**src/rtl/cajero_pkg.sv**
```systemverilog
// Shared definitions for the Cajero customer-side driver.
// Contents: FSM state encoding, result code constants, transaction type
// values and a helper that resolves simultaneous PIN rejection flags.
package cajero_pkg;

  typedef enum logic [2:0] {
    ST_IDLE,
    ST_TARJETA,
    ST_DIGITOS,
    ST_ESPERA_PIN,
    ST_MONTO,
    ST_ESPERA_FIN,
    ST_REPORTE
  } estado_t;

  localparam logic [2:0] RES_DEP_OK     = 3'd0;
  localparam logic [2:0] RES_RET_OK     = 3'd1;
  localparam logic [2:0] RES_FONDOS_INS = 3'd2;
  localparam logic [2:0] RES_PIN_INC    = 3'd3;
  localparam logic [2:0] RES_PIN_ADV    = 3'd4;
  localparam logic [2:0] RES_BLOQ       = 3'd5;
  localparam logic [2:0] RES_TIMEOUT    = 3'd6;

  localparam logic TIPO_DEPOSITO = 1'b0;
  localparam logic TIPO_RETIRO   = 1'b1;

  // Blocking outranks the warning, which outranks a plain wrong PIN.
  function automatic logic [2:0] codigo_rechazo(input logic bloq, input logic adv);
    if (bloq)     return RES_BLOQ;
    else if (adv) return RES_PIN_ADV;
    else          return RES_PIN_INC;
  endfunction

endpackage

```
**src/rtl/terminal_cliente.sv**
```systemverilog
// terminal_cliente: initiator end of the Cajero card/keypad/amount interface.
// Takes one command (PIN, type, amount), plays it into Cajero as a card
// insertion, four strobed PIN digits and a strobed amount, then watches the
// Cajero status lines and returns one result code plus the updated balance.
//
// Ports:
//   CLK, RESET                    clock, asynchronous active-high reset
//   CMD_VALID/CMD_READY           command handshake
//   CMD_PIN[15:0]                 four BCD digits, [15:12] sent first
//   CMD_TIPO, CMD_MONTO[31:0]     type (0 deposit, 1 withdrawal), amount
//   TARJETA_RECIBIDA              card-present level to Cajero
//   DIGITO_STB, DIGITO[3:0]       digit strobe and value
//   TIPO_TRANS, MONTO_STB, MONTO  amount phase to Cajero
//   BALANCE_ACTUALIZADO[63:0]     balance from Cajero
//   BALANCE_STB .. BLOQUEO        Cajero status inputs
//   RES_VALID, RES_CODE, RES_BALANCE  result pulse, code and balance
import cajero_pkg::*;

module terminal_cliente #(
  parameter int GAP_CICLOS = 1,
  parameter int PIN_ESPERA = 4,
  parameter int TIMEOUT    = 64
) (
  input  logic        CLK,
  input  logic        RESET,
  input  logic        CMD_VALID,
  output logic        CMD_READY,
  input  logic [15:0] CMD_PIN,
  input  logic        CMD_TIPO,
  input  logic [31:0] CMD_MONTO,
  output logic        TARJETA_RECIBIDA,
  output logic        DIGITO_STB,
  output logic [3:0]  DIGITO,
  output logic        TIPO_TRANS,
  output logic        MONTO_STB,
  output logic [31:0] MONTO,
  input  logic [63:0] BALANCE_ACTUALIZADO,
  input  logic        BALANCE_STB,
  input  logic        ENTREGAR_DINERO,
  input  logic        FONDOS_INSUFICIENTES,
  input  logic        PIN_INCORRECTO,
  input  logic        ADVERTENCIA,
  input  logic        BLOQUEO,
  output logic        RES_VALID,
  output logic [2:0]  RES_CODE,
  output logic [63:0] RES_BALANCE
);

  estado_t     state_q, state_d;
  logic [15:0] pin_q;
  logic        tipo_q;
  logic [31:0] monto_q;
  logic [1:0]  dig_q, dig_d;
  logic [15:0] cnt_q, cnt_d;   // digit gap, then PIN_ESPERA window
  logic [15:0] to_q, to_d;     // cycles spent in ESPERA_FIN
  logic        bal_seen_q, bal_seen_d;
  logic        ent_seen_q, ent_seen_d;
  logic [63:0] bal_q, bal_d;
  logic [2:0]  res_code_q, res_code_d;
  logic [63:0] res_bal_q, res_bal_d;

  logic        cmd_hs;
  logic        rechazo;
  logic        bal_now, ent_now;
  logic [3:0]  nibble;

  assign cmd_hs  = CMD_VALID & CMD_READY;
  assign rechazo = BLOQUEO | ADVERTENCIA | PIN_INCORRECTO;

  always_comb begin
    case (dig_q)
      2'd0:    nibble = pin_q[15:12];
      2'd1:    nibble = pin_q[11:8];
      2'd2:    nibble = pin_q[7:4];
      default: nibble = pin_q[3:0];
    endcase
  end

  always_comb begin
    state_d    = state_q;
    dig_d      = dig_q;
    cnt_d      = cnt_q;
    to_d       = to_q;
    bal_seen_d = bal_seen_q;
    ent_seen_d = ent_seen_q;
    bal_d      = bal_q;
    res_code_d = res_code_q;
    res_bal_d  = res_bal_q;
    bal_now    = bal_seen_q | BALANCE_STB;
    ent_now    = ent_seen_q | ENTREGAR_DINERO;
    case (state_q)
      ST_IDLE: begin
        if (cmd_hs) begin
          state_d    = ST_TARJETA;
          dig_d      = '0;
          cnt_d      = '0;
          to_d       = '0;
          bal_seen_d = 1'b0;
          ent_seen_d = 1'b0;
          bal_d      = '0;
        end
      end
      ST_TARJETA: state_d = ST_DIGITOS;
      ST_DIGITOS: begin
        // Rejections are honoured from the 4th strobe onward.
        if (dig_q == 2'd3 && rechazo) begin
          state_d    = ST_REPORTE;
          res_code_d = codigo_rechazo(BLOQUEO, ADVERTENCIA);
          res_bal_d  = '0;
        end else if (cnt_q == 16'(GAP_CICLOS)) begin
          cnt_d = '0;
          if (dig_q == 2'd3) state_d = ST_ESPERA_PIN;
          else               dig_d   = dig_q + 2'd1;
        end else begin
          cnt_d = cnt_q + 16'd1;
        end
      end
      ST_ESPERA_PIN: begin
        // Window is PIN_ESPERA cycles plus one, so MONTO_STB lands
        // (gap+1)+PIN_ESPERA+1 cycles after the last digit strobe.
        if (rechazo) begin
          state_d    = ST_REPORTE;
          res_code_d = codigo_rechazo(BLOQUEO, ADVERTENCIA);
          res_bal_d  = '0;
        end else if (cnt_q == 16'(PIN_ESPERA)) begin
          state_d = ST_MONTO;
        end else begin
          cnt_d = cnt_q + 16'd1;
        end
      end
      ST_MONTO: state_d = ST_ESPERA_FIN;
      ST_ESPERA_FIN: begin
        bal_seen_d = bal_now;
        ent_seen_d = ent_now;
        to_d       = to_q + 16'd1;
        if (BALANCE_STB) bal_d = BALANCE_ACTUALIZADO;
        if (rechazo) begin
          state_d    = ST_REPORTE;
          res_code_d = codigo_rechazo(BLOQUEO, ADVERTENCIA);
          res_bal_d  = '0;
        end else if (FONDOS_INSUFICIENTES) begin
          state_d    = ST_REPORTE;
          res_code_d = RES_FONDOS_INS;
          res_bal_d  = '0;
        end else if (tipo_q == TIPO_DEPOSITO && BALANCE_STB) begin
          state_d    = ST_REPORTE;
          res_code_d = RES_DEP_OK;
          res_bal_d  = BALANCE_ACTUALIZADO;
        end else if (tipo_q == TIPO_RETIRO && bal_now && ent_now) begin
          // Balance may have arrived earlier than the cash-out strobe.
          state_d    = ST_REPORTE;
          res_code_d = RES_RET_OK;
          res_bal_d  = BALANCE_STB ? BALANCE_ACTUALIZADO : bal_q;
        end else if (to_q == 16'(TIMEOUT - 1)) begin
          state_d    = ST_REPORTE;
          res_code_d = RES_TIMEOUT;
          res_bal_d  = '0;
        end
      end
      ST_REPORTE: state_d = ST_IDLE;
      default:    state_d = ST_IDLE;
    endcase
  end

  always_ff @(posedge CLK or posedge RESET) begin
    if (RESET) begin
      state_q    <= ST_IDLE;
      pin_q      <= '0;
      tipo_q     <= 1'b0;
      monto_q    <= '0;
      dig_q      <= '0;
      cnt_q      <= '0;
      to_q       <= '0;
      bal_seen_q <= 1'b0;
      ent_seen_q <= 1'b0;
      bal_q      <= '0;
      res_code_q <= '0;
      res_bal_q  <= '0;
    end else begin
      state_q    <= state_d;
      dig_q      <= dig_d;
      cnt_q      <= cnt_d;
      to_q       <= to_d;
      bal_seen_q <= bal_seen_d;
      ent_seen_q <= ent_seen_d;
      bal_q      <= bal_d;
      res_code_q <= res_code_d;
      res_bal_q  <= res_bal_d;
      if (cmd_hs) begin
        pin_q   <= CMD_PIN;
        tipo_q  <= CMD_TIPO;
        monto_q <= CMD_MONTO;
      end
    end
  end

  // Outputs decode straight from the state register, so RESET clears them
  // without waiting for a clock edge.
  logic fase_monto;
  assign fase_monto = (state_q == ST_MONTO) || (state_q == ST_ESPERA_FIN) ||
                      (state_q == ST_REPORTE);

  assign CMD_READY        = (state_q == ST_IDLE);
  assign TARJETA_RECIBIDA = (state_q == ST_TARJETA) || (state_q == ST_DIGITOS) ||
                            (state_q == ST_ESPERA_PIN) || (state_q == ST_MONTO) ||
                            (state_q == ST_ESPERA_FIN);
  assign DIGITO_STB       = (state_q == ST_DIGITOS) && (cnt_q == 16'd0);
  assign DIGITO           = DIGITO_STB ? nibble : 4'd0;
  assign MONTO_STB        = (state_q == ST_MONTO);
  assign TIPO_TRANS       = fase_monto ? tipo_q : 1'b0;
  assign MONTO            = fase_monto ? monto_q : 32'd0;
  assign RES_VALID        = (state_q == ST_REPORTE);
  assign RES_CODE         = res_code_q;
  assign RES_BALANCE      = res_bal_q;

endmodule

```
**config.mk**
```make
export PLATFORM = sky130hd
export DESIGN_NAME = terminal_cliente
export DESIGN_NICKNAME = d
export VERILOG_FILES = /design/src/rtl/cajero_pkg.sv /design/src/rtl/terminal_cliente.sv
export SDC_FILE = /design/constraint.sdc
export NUM_CORES = 1
export LEC_CHECK = 0
export BUFFER_PORTS_ARGS = -buffer_cell sky130_fd_sc_hd__buf_2
export CAP_MARGIN = 20
export CORE_MARGIN = 2
export CORE_UTILIZATION = 49
export CTS_CLUSTER_SIZE = 30
export DETAILED_ROUTE_END_ITERATION = 12
export HOLD_SLACK_MARGIN = 0.08
export PLACE_DENSITY = 0.84
export SYNTH_ARGS = -nofsm -noshare
export SYNTH_HDL_FRONTEND = slang
export SYNTH_SLANG_ARGS = --single-unit
```
**constraint.sdc**
```tcl
create_clock -name CLK -period 7.1 [get_ports CLK]
set_clock_uncertainty 0.1 [all_clocks]
set_input_delay 1.065 -clock CLK [delete_from_list [all_inputs] [get_ports CLK]]
set_output_delay 1.065 -clock CLK [all_outputs]
set_load 0.05 [all_outputs]
```
* After elaboration in Yosys (flattened, before gate mapping)
Cells that the tools add are included.
** Word-level totals
- Register bits :: 219
- Output and inout bits :: 109
- Word-level logic and storage cells :: 119
** Operators by class
- Add/sub/neg operators :: 3
- Equality and inequality tests :: 24
- Muxes and demuxes :: 51
- Bitwise gates (word level) :: 6
- Reduce and logical (&&, ||, !) cells :: 23
** Operator list (number)
- $mux W64 :: 9
- $pmux W64 S3 :: 1
- $pmux W64 S2 :: 1
- $mux W16 :: 5
- $mux W3 :: 19
- $pmux W16 S3 :: 1
- $add A16 B1 Y16 const B :: 2
- $mux W32 :: 1
- $pmux W16 S2 :: 1
- $pmux W3 S6 :: 1
- $eq A16 B1 Y1 const B :: 1
- $eq A16 B3 Y1 const B :: 1
- $eq A16 B6 Y1 const B :: 1
- $logic_not A16 Y1 :: 1
- $reduce_and A5 Y1 :: 3
- $ne A2 B2 Y1 const B :: 7
- $pmux W4 S3 :: 1
- $eq A3 B3 Y1 const B :: 3
- $ne A3 B3 Y1 const B :: 3
- $pmux W3 S3 :: 1
- $mux W2 :: 4
- $eq A3 B2 Y1 const B :: 2
- $logic_or A1 B1 Y1 :: 6
- $ne A6 B6 Y1 const B :: 1
- other kinds (19) :: 31

* Logic depth before layout (Yosys ltp)
Gate-level depths: netlist of run 1.
- Depth after elaboration :: 8
- Gate-level depth with buffers :: 10
- Depth with buffers taken out :: 7

* Worst setup path after synthesis of run 1
Ideal clock, no wire load.
- Path kind :: reg-to-output
- Start :: reg state_q[2]
- End :: out TARJETA_RECIBIDA
- Arrival :: 2.299 ns
- Data required time :: 5.935 ns
- Setup slack :: 3.636 ns
- Stages on the path, launching flop included :: 4
- Path buffers :: 1
- Path through :: dfrtp_1 clkbuf_1 nor3_1 a21oi_1
** On the way
- Longest elaborated chain between the ends :: 5
- Elaborated cells between the ends (all ways) :: 9
** RTL lines
- from (decl) :: line terminal_cliente.sv:49 : estado_t state_q, state_d;
- from (signal assigned) :: line terminal_cliente.sv:180 : state_q <= state_d;
- $eq A3 B1 Y1 / $eq A3 B2 Y1 (equally long branches) :: line terminal_cliente.sv:204 : assign TARJETA_RECIBIDA = (state_q == ST_TARJETA) || (state_q == ST_DIGITOS) ||
- $logic_or A1 B1 Y1 (2 in a row) :: line terminal_cliente.sv:204
- $logic_or A1 B1 Y1 :: line terminal_cliente.sv:205 : (state_q == ST_ESPERA_PIN) || (state_q == ST_MONTO) ||
- $logic_or A1 B1 Y1 (*) :: line terminal_cliente.sv:205
- to (decl) :: line terminal_cliente.sv:31 : output logic TARJETA_RECIBIDA,
Every way passes the cells marked *; elsewhere a longest branch is shown, timed or not.

* Worst setup path in the final report of run 1
- Start :: reg state_q[1]
- End :: out DIGITO[3]
** On the way
- Longest elaborated chain between the ends :: 3
** RTL lines
- $eq A3 B2 Y1 :: line terminal_cliente.sv:207 : assign DIGITO_STB = (state_q == ST_DIGITOS) && (cnt_q == 16'd0);
- $logic_and A1 B1 Y1 :: line terminal_cliente.sv:207
- $mux W4 :: line terminal_cliente.sv:208 : assign DIGITO = DIGITO_STB ? nibble : 4'd0;
- to (decl) :: line terminal_cliente.sv:33 : output logic [3:0] DIGITO,
No other way between the ends.

==> results of run 1 <==
==> Yosys cell counts (4+ instances only) <==
cell / number / area (um^2)
dfrtp_1: 219 / 5480
nand2_1: 171 / 642
a22o_1: 65 / 569
a22oi_1: 64 / 480
o2bb2ai_1: 63 / 552
clkbuf_1: 48 / 180
and2_1: 37 / 231
nor2_1: 35 / 131
o21ai_0: 30 / 150
a21oi_1: 17 / 85.1
inv_1: 11 / 41.3
nand3_1: 10 / 50.1
nand4_1: 10 / 62.6
and3_1: 9 / 56.3
buf_2: 9 / 45.0
ha_1: 9 / 113
o31ai_1: 8 / 60.1
buf_6: 6 / 67.6
nor3_1: 6 / 30.0
or3_1: 6 / 37.5
nor4_1: 5 / 31.3
o211ai_1: 5 / 37.5
xor2_1: 5 / 43.8
a222oi_1: 4 / 40.0
a31oi_1: 4 / 25.0
nor2b_1: 4 / 25.0
o41ai_1: 4 / 35.0
or4_1: 4 / 30.0
==> registers in the layout, summed over array words and instances (netlist names) <==
register / flops
RES_BALANCE: 64
bal_q: 64
monto_q: 32
cnt_q: 16
pin_q: 16
to_q: 16
RES_CODE: 3
state_q: 3
dig_q: 2
bal_seen_q: 1
ent_seen_q: 1
tipo_q: 1
==> where the power goes <==
part           internal [uW]  switching [uW]  total [uW]
combinational            415             818        1230
clock                    782             489        1270
sequential              1570             215        1780
==> worst max-delay path by stage <==
stage | from | end
floorplan | RESET | RES_BALANCE[0]$_DFFE_PP0P_
global placement | BLOQUEO | RES_BALANCE[41]$_DFFE_PP0P_
detailed placement | BLOQUEO | RES_BALANCE[36]$_DFFE_PP0P_
CTS | state_q[0]$_DFFE_PP0P_ | RES_BALANCE[39]$_DFFE_PP0P_
global route | state_q[0]$_DFFE_PP0P_ | RES_BALANCE[37]$_DFFE_PP0P_
finish | state_q[1]$_DFFE_PP0P_ | DIGITO[3]
==> critical path, stage by stage, from the launching register on <==
cell and delay [ns]:
dfrtp_1 0.57, nor2b_1 0.38, nand2_1 0.18, nor2_1 0.15
nand3_1 0.20, nor2_1 0.15, buf_2 0.27
==> through the flow <==
step | total power, uW | cell area, um^2 | hold WS (ns) | utilization [%] | cells
after floorplan | 2720 | 9710 | 0.337 | - | 912
after global placement | 2980 | 11000 | 0.349 | 56.5 | 1353
after detailed placement | 3020 | 11000 | 0.354 | 56.5 | 1353
after CTS | 4310 | 11800 | 0.368 | 60.7 | 1394
after global routing | 4540 | 11800 | 0.386 | 60.8 | 1396
final | 4290 | 11800 | 0.365 | 60.8 | 1397
==> logic make-up after synthesis <==
family                     synth area share (%)
AOI/OAI and AO/OA                          22.9
xor gates and xnor gates                  0.632
adders and majority gates                  1.16
buffers and inverters                      3.52
DFF                                        56.5
muxes                                     0.554
and+or+nand+nor                            14.7
==> final cells by class <==
cell class              instances  area share, %
repair buffers                242           10.7
multi-input cells             617           33.1
clock inverters                10           1.30
inverters                      11          0.381
clock buffers                  31           5.45
well taps                     265           2.80
diodes                          2         0.0423
flip-flops and latches        219           46.3
==> layer usage <==
layer	wire length, um	up-vias
met4	515	0
met3	1520	31
met5	0	-
met1	10600	3974
met2	12100	297
li1	-	3744
==> metrics.md, run 1 <==
| Metric | Value |
|---|---|
| DRC viols | `0` |
| Synth warnings | `0` |
| Crit path required time | `5.93 ns` |
| Hold Path Class | `register to register` |
| Worst Hold Depth | `2` |
| Top FF cell, synth | `dfrtp_1` |
| Most frequent cells in the layout | `buf_2, dfrtp_1, nand2_1, a22o_1, a22oi_1` |
| CTS clk-pin slew, worst paths | `0.06 ns` |
| Sequential area share after synthesis | `56.5%` |
| Async SR Flop Fraction | `100%` |
| Pre-CTS WS | `3.22 ns` |
| First DRT Iteration DRCs | `720` |
| Resized cells post-CTS | `0` |
| Later-pin clock latency in the skew report | `0.51 ns` |
| Final HPWL DP | `15.6 mm` |
| Die ar. | `between 20,000 and 25,000 um^2` |
| Largest net degree at the start of global routing | `85` |
| Post-synth EDFFs | `0` |
| Multi-input logic area | `slightly below 4000 um^2` |
| CTS Sinks | `219` |
| Period utilization | `50.2%` |
| Maximum vdd drop | `0.213 mV` |
| Detailed Route WL | `24.7 mm` |
| Mean Syn Cell Area | `10.6 um^2` |
| Vias in the first global route | `7,603` |
| Core ar. | `19,500 um^2` |
| Post-CTS setup repair buffer count | `0` |
| Outcome | `finished, final reports clean` |
| Max frequency | `~0.28 GHz` |
| Most common library cell in the layout ignoring fill and taps | `buf_2` |
| RSZ-0062 raised after global routing | `no` |
| Reg2reg start | `state_q[0]$_DFFE_PP0P_` |
| Hold_buf cts | `0` |
| Synthesized instance count | `approximately 910` |
| Initial Util | `49.9%` |
| Worst Path Arrival | `~2.4 ns` |
| Port bufs | `230` |
| Max H-tree Level | `1` |
| Clock Path Buffers | `3` |
| CP startpoint kind | `register` |
| TritonCTS clock tree | `built` |
| Total Neg Setup Slack | `0 ns` |
| Placer Congestion | `0.914` |
| Fillcell total | `approximately 1.6k` |
| M1 GR Usage | `33.3%` |
| Endpoint class of the critical path | `primary output` |
| Setup CP Type | `register to primary output` |
| Congestion Overflow GR | `0` |
| Initial antenna violation count | `1` |
| Least-Margin Pin Slew | `1.04 ns` |
| Synth Cell Area | `9710 um^2` |
| Met3 usage | `4.44%` |
| Slew Viols, Final | `0` |
| Vias per inst | `5.76` |
| Reg-to-reg endpoint | `RES_BALANCE[39]$_DFFE_PP0P_` |
| Reg2Reg Setup Slack | `3.54 ns` |
| Sequential cell area | `roughly 5500 um^2` |
| Std cell rows | `51` |
| Leakage | `approximately 0.0059 uW` |
| Gr busiest metal | `met2` |
| Share of cells above drive strength 1 | `a little over a quarter` |
| Routed len/inst | `17.7 um` |
| Met2 global-route usage | `36.5%` |
| GRT Resource Usage Total | `23.2%` |
| Post-Syn Nets | `1,043` |
| Final Hold Fails | `0` |
| Yosys reg bits | `219` |
| Hold EP | `monto_q[21]$_DFFE_PP0P_` |
| # IOs | `between 200 and 250` |
| Unique cell type count in the Yosys netlist | `57` |
| Critical path peak fanout | `16` |
| Area Growth Syn to Fin | `22.0%` |
| Die Wd | `145 um` |
| Vias | `~8.0k` |
| Total iterations of the first detailed-routing run | `6` |
| Max_cap viols | `0` |
| Clock Tree Root | `clkbuf_16` |
| Hold_sp | `monto_q[21]$_DFFE_PP0P_` |
| Reg2Reg Depth | `7` |
| DIE HEIGHT | `roughly 140 um` |
| Power Density | `362 nW/um^2` |
| Worst setup slack after layout | `3.53 ns` |
| # setup viols final | `0` |
| Nets@finish | `approximately 1.2k` |
| Post-DRT Antenna Nets | `0` |
| First-pass GRT wire length | `39.3 mm` |
| Minimum clock period | `between 3 and 4 ns` |
| Max_slew headroom | `between 30% and 40%` |
| CTS buffer count | `23` |
Power figures use the tool's default switching activity.
==> inputs of run 2 (changes only) <==
--- a/config.mk
+++ b/config.mk
@@ -8,11 +8,11 @@
 export BUFFER_PORTS_ARGS = -buffer_cell sky130_fd_sc_hd__buf_2
 export CAP_MARGIN = 20
 export CORE_MARGIN = 2
-export CORE_UTILIZATION = 49
+export CORE_UTILIZATION = 54
 export CTS_CLUSTER_SIZE = 30
 export DETAILED_ROUTE_END_ITERATION = 12
 export HOLD_SLACK_MARGIN = 0.08
-export PLACE_DENSITY = 0.84
+export PLACE_DENSITY = 0.87
 export SYNTH_ARGS = -nofsm -noshare
 export SYNTH_HDL_FRONTEND = slang
 export SYNTH_SLANG_ARGS = --single-unit
==> constraint.sdc (replaced) <==
create_clock -name CLK -period 3.39 [get_ports CLK]
set_clock_uncertainty 0.1 [all_clocks]
set_input_delay 0.5085 -clock CLK [delete_from_list [all_inputs] [get_ports CLK]]
set_output_delay 0.5085 -clock CLK [all_outputs]
set_load 0.05 [all_outputs]
==> run 2 against run 1 <==
  * Sequential cell count did not move
  * Largest power group unchanged
  * Core utilization rose by 5.8 points
  * Register-to-register slack got worse by 2.9 ns
==> metrics.md, run 2 (synthesis results as in run 1) <==
| Metric | Value |
|---|---|
| Outcome | `finished, final reports clean` |
| Crit path cell chain | `nor2b_1 -> nand2_1 -> nor2_1 -> nand3_1 -> nor2_1 -> buf_2` |
| Vias per inst | `approximately 5.9` |
| RSZ-0062 raised after global routing | `no` |
| Slowest cell on crit path | `dfrtp_1` |
| Most frequent cells in the layout | `buf_2, dfrtp_1, nand2_1, a22o_1, a22oi_1` |
| Max frequency | `0.331 GHz` |
| Fin util | `66.6%` |
| Total iterations of the first detailed-routing run | `5` |
| Congestion Overflow GR | `0` |
| Max_cap viols | `0` |
| Worst Hold Depth | `3` |
| Worst path max stage delay | `0.59 ns` |
| Placer Congestion | `between 0.8 and 0.9` |
| Critical path peak fanout | `16` |
| Maximum vdd drop | `0.440 mV` |
| Reg2Reg Depth | `7` |
| Largest net degree at the start of global routing | `140` |
| TritonCTS clock tree | `built` |
| Hold_sp | `CMD_MONTO[1]` |
| Reg2reg start | `to_q[0]$_DFFE_PP0P_` |
| Power, Total | `between 8000 and 9000 uW` |
| Die ar. | `19,100 um^2` |
| Routed len/inst | `17.9 um` |
| DRC viols | `0` |
| DIE HEIGHT | `between 100 and 150 um` |
| Critical path launch point | `state_q[1]$_DFFE_PP0P_` |
| Initial antenna violation count | `4` |
| Area Growth Syn to Fin | `22.1%` |
| Met2 global-route usage | `about two fifths` |
| Gr busiest metal | `met2` |
| Cell Area, Placed | `~11,000 um^2` |
| # IOs | `231` |
| M1 GR Usage | `34.5%` |
| CP startpoint kind | `register` |
| Setup CP Type | `register to primary output` |
| CTS buffer count | `23` |
| Worst Path Arrival | `around 2.4 ns` |
| Max_slew headroom | `between 40 and 50%` |
| Clock Path Buffers | `3` |
| Hold WS | `0.0991 ns` |
| Port bufs | `230` |
| First DRT Iteration DRCs | `658` |
| Share of cells above drive strength 1 | `25.7%` |
| Most common library cell in the layout ignoring fill and taps | `buf_2` |
| Die Wd | `138 um` |
| Nets@finish | `1,253` |
| Vias | `8,153` |
| Final HPWL DP | `approximately 15 mm` |
| CTS clk-pin slew, worst paths | `roughly 0.06 ns` |
| Max H-tree Level | `1` |
| Later-pin clock latency in the skew report | `0.52 ns` |
| Met3 usage | `4.12%` |
| Final Hold Fails | `0` |
| First-pass GRT wire length | `40.3 mm` |
| Vias in the first global route | `8,068` |
| Clock Tree Root | `clkbuf_16` |
| Leakage | `between 0.005 and 0.006 uW` |
| Power Density | `751 nW/um^2` |
| Endpoint class of the critical path | `primary output` |
| # setup viols final | `0` |
| Pre-CTS WS | `roughly 0.63 ns` |
| Final design area excluding fillers | `approximately 12,000 um^2` |
| Period utilization | `89.0%` |
| Worst setup slack after layout | `~0.37 ns` |
| Detailed Route WL | `24.6 mm` |
| Reg2Reg Setup Slack | `0.60 ns` |
| Least-Margin Pin Slew | `0.788 ns` |
| Initial Util | `54.6%` |
| Slew Viols, Final | `0` |
| Std cell rows | `49` |
| CTS Sinks | `approximately 220` |
| Crit path required time | `2.78 ns` |
| GRT Resource Usage Total | `25.0%` |
| CP dominant cell by count | `nor2_1` |
| Resized cells post-CTS | `0` |
| Post-DRT Antenna Nets | `0` |
| Core ar. | `17,800 um^2` |
| Minimum clock period | `3.02 ns` |
| Hold Path Class | `input port to register` |
-- run 2: cell count changes in the layout (fill, tap and decap cells not counted), sizes merged --
cell / delta
buf: +2
bufinv: -2
clkbuf: +4
clkinv: -2
diode: +2
dlygate4sd3: +6
-- run 2: worst paths after layout --
path	to
setup / recovery	DIGITO[2]
min in group asynchronous	RES_BALANCE[30]$_DFFE_PP0P_
hold reg to reg	monto_q[29]$_DFFE_PP0P_
setup reg to reg	RES_BALANCE[0]$_DFFE_PP0P_
max in group asynchronous	pin_q[0]$_DFFE_PP0P_
hold / removal	monto_q[1]$_DFFE_PP0P_
-- run 2: layout make-up --
| class | count | area (um^2) |
|---|---|---|
| well taps | 229 | 287 |
| clock buffers | 35 | 661 |
| clock inverters | 6 | 95.1 |
| repair buffers | 250 | 1350 |
| flip-flops and latches | 219 | 5480 |
| fillers | 1370 | 5930 |
| inverters | 11 | 45.0 |
| diodes | 4 | 10.0 |
| multi-input cells | 617 | 3920 |
-- run 2: repair_timing --
action,in CTS,in global routing
hold buffers,6,0
endpoints found under the setup margin,0,0
hold endpoints to repair,61,0
setup buffers,0,0
-- run 2: through the flow --
stage,TNS (ns),std cells
final,0,1371
after global routing,0,1371
after CTS,0,1367
after detailed placement,0,1320
after global placement,0,1320
after floorplan,-15.90,912
-- run 2: where the power goes --
part	total [uW]	internal [uW]	switching (uW)
registers	3740	3290	451
logic	2630	902	1730
clock network	2530	1500	1020
total	8890	5690	3200
-- run 2: critical path: cells and delay by family, from the launching register on --
kind,cells,cell delay (ns)
AND/OR/NAND/NOR,5,1.04
flip-flops,1,0.59
buffers and inverters,1,0.27
-- run 2: per-layer routing --
layer | vias up | wire length (um)
met4 | 0 | 972
li1 | 3769 | -
met5 | - | 0
met2 | 305 | 11600
met1 | 4016 | 10700
met3 | 63 | 1380
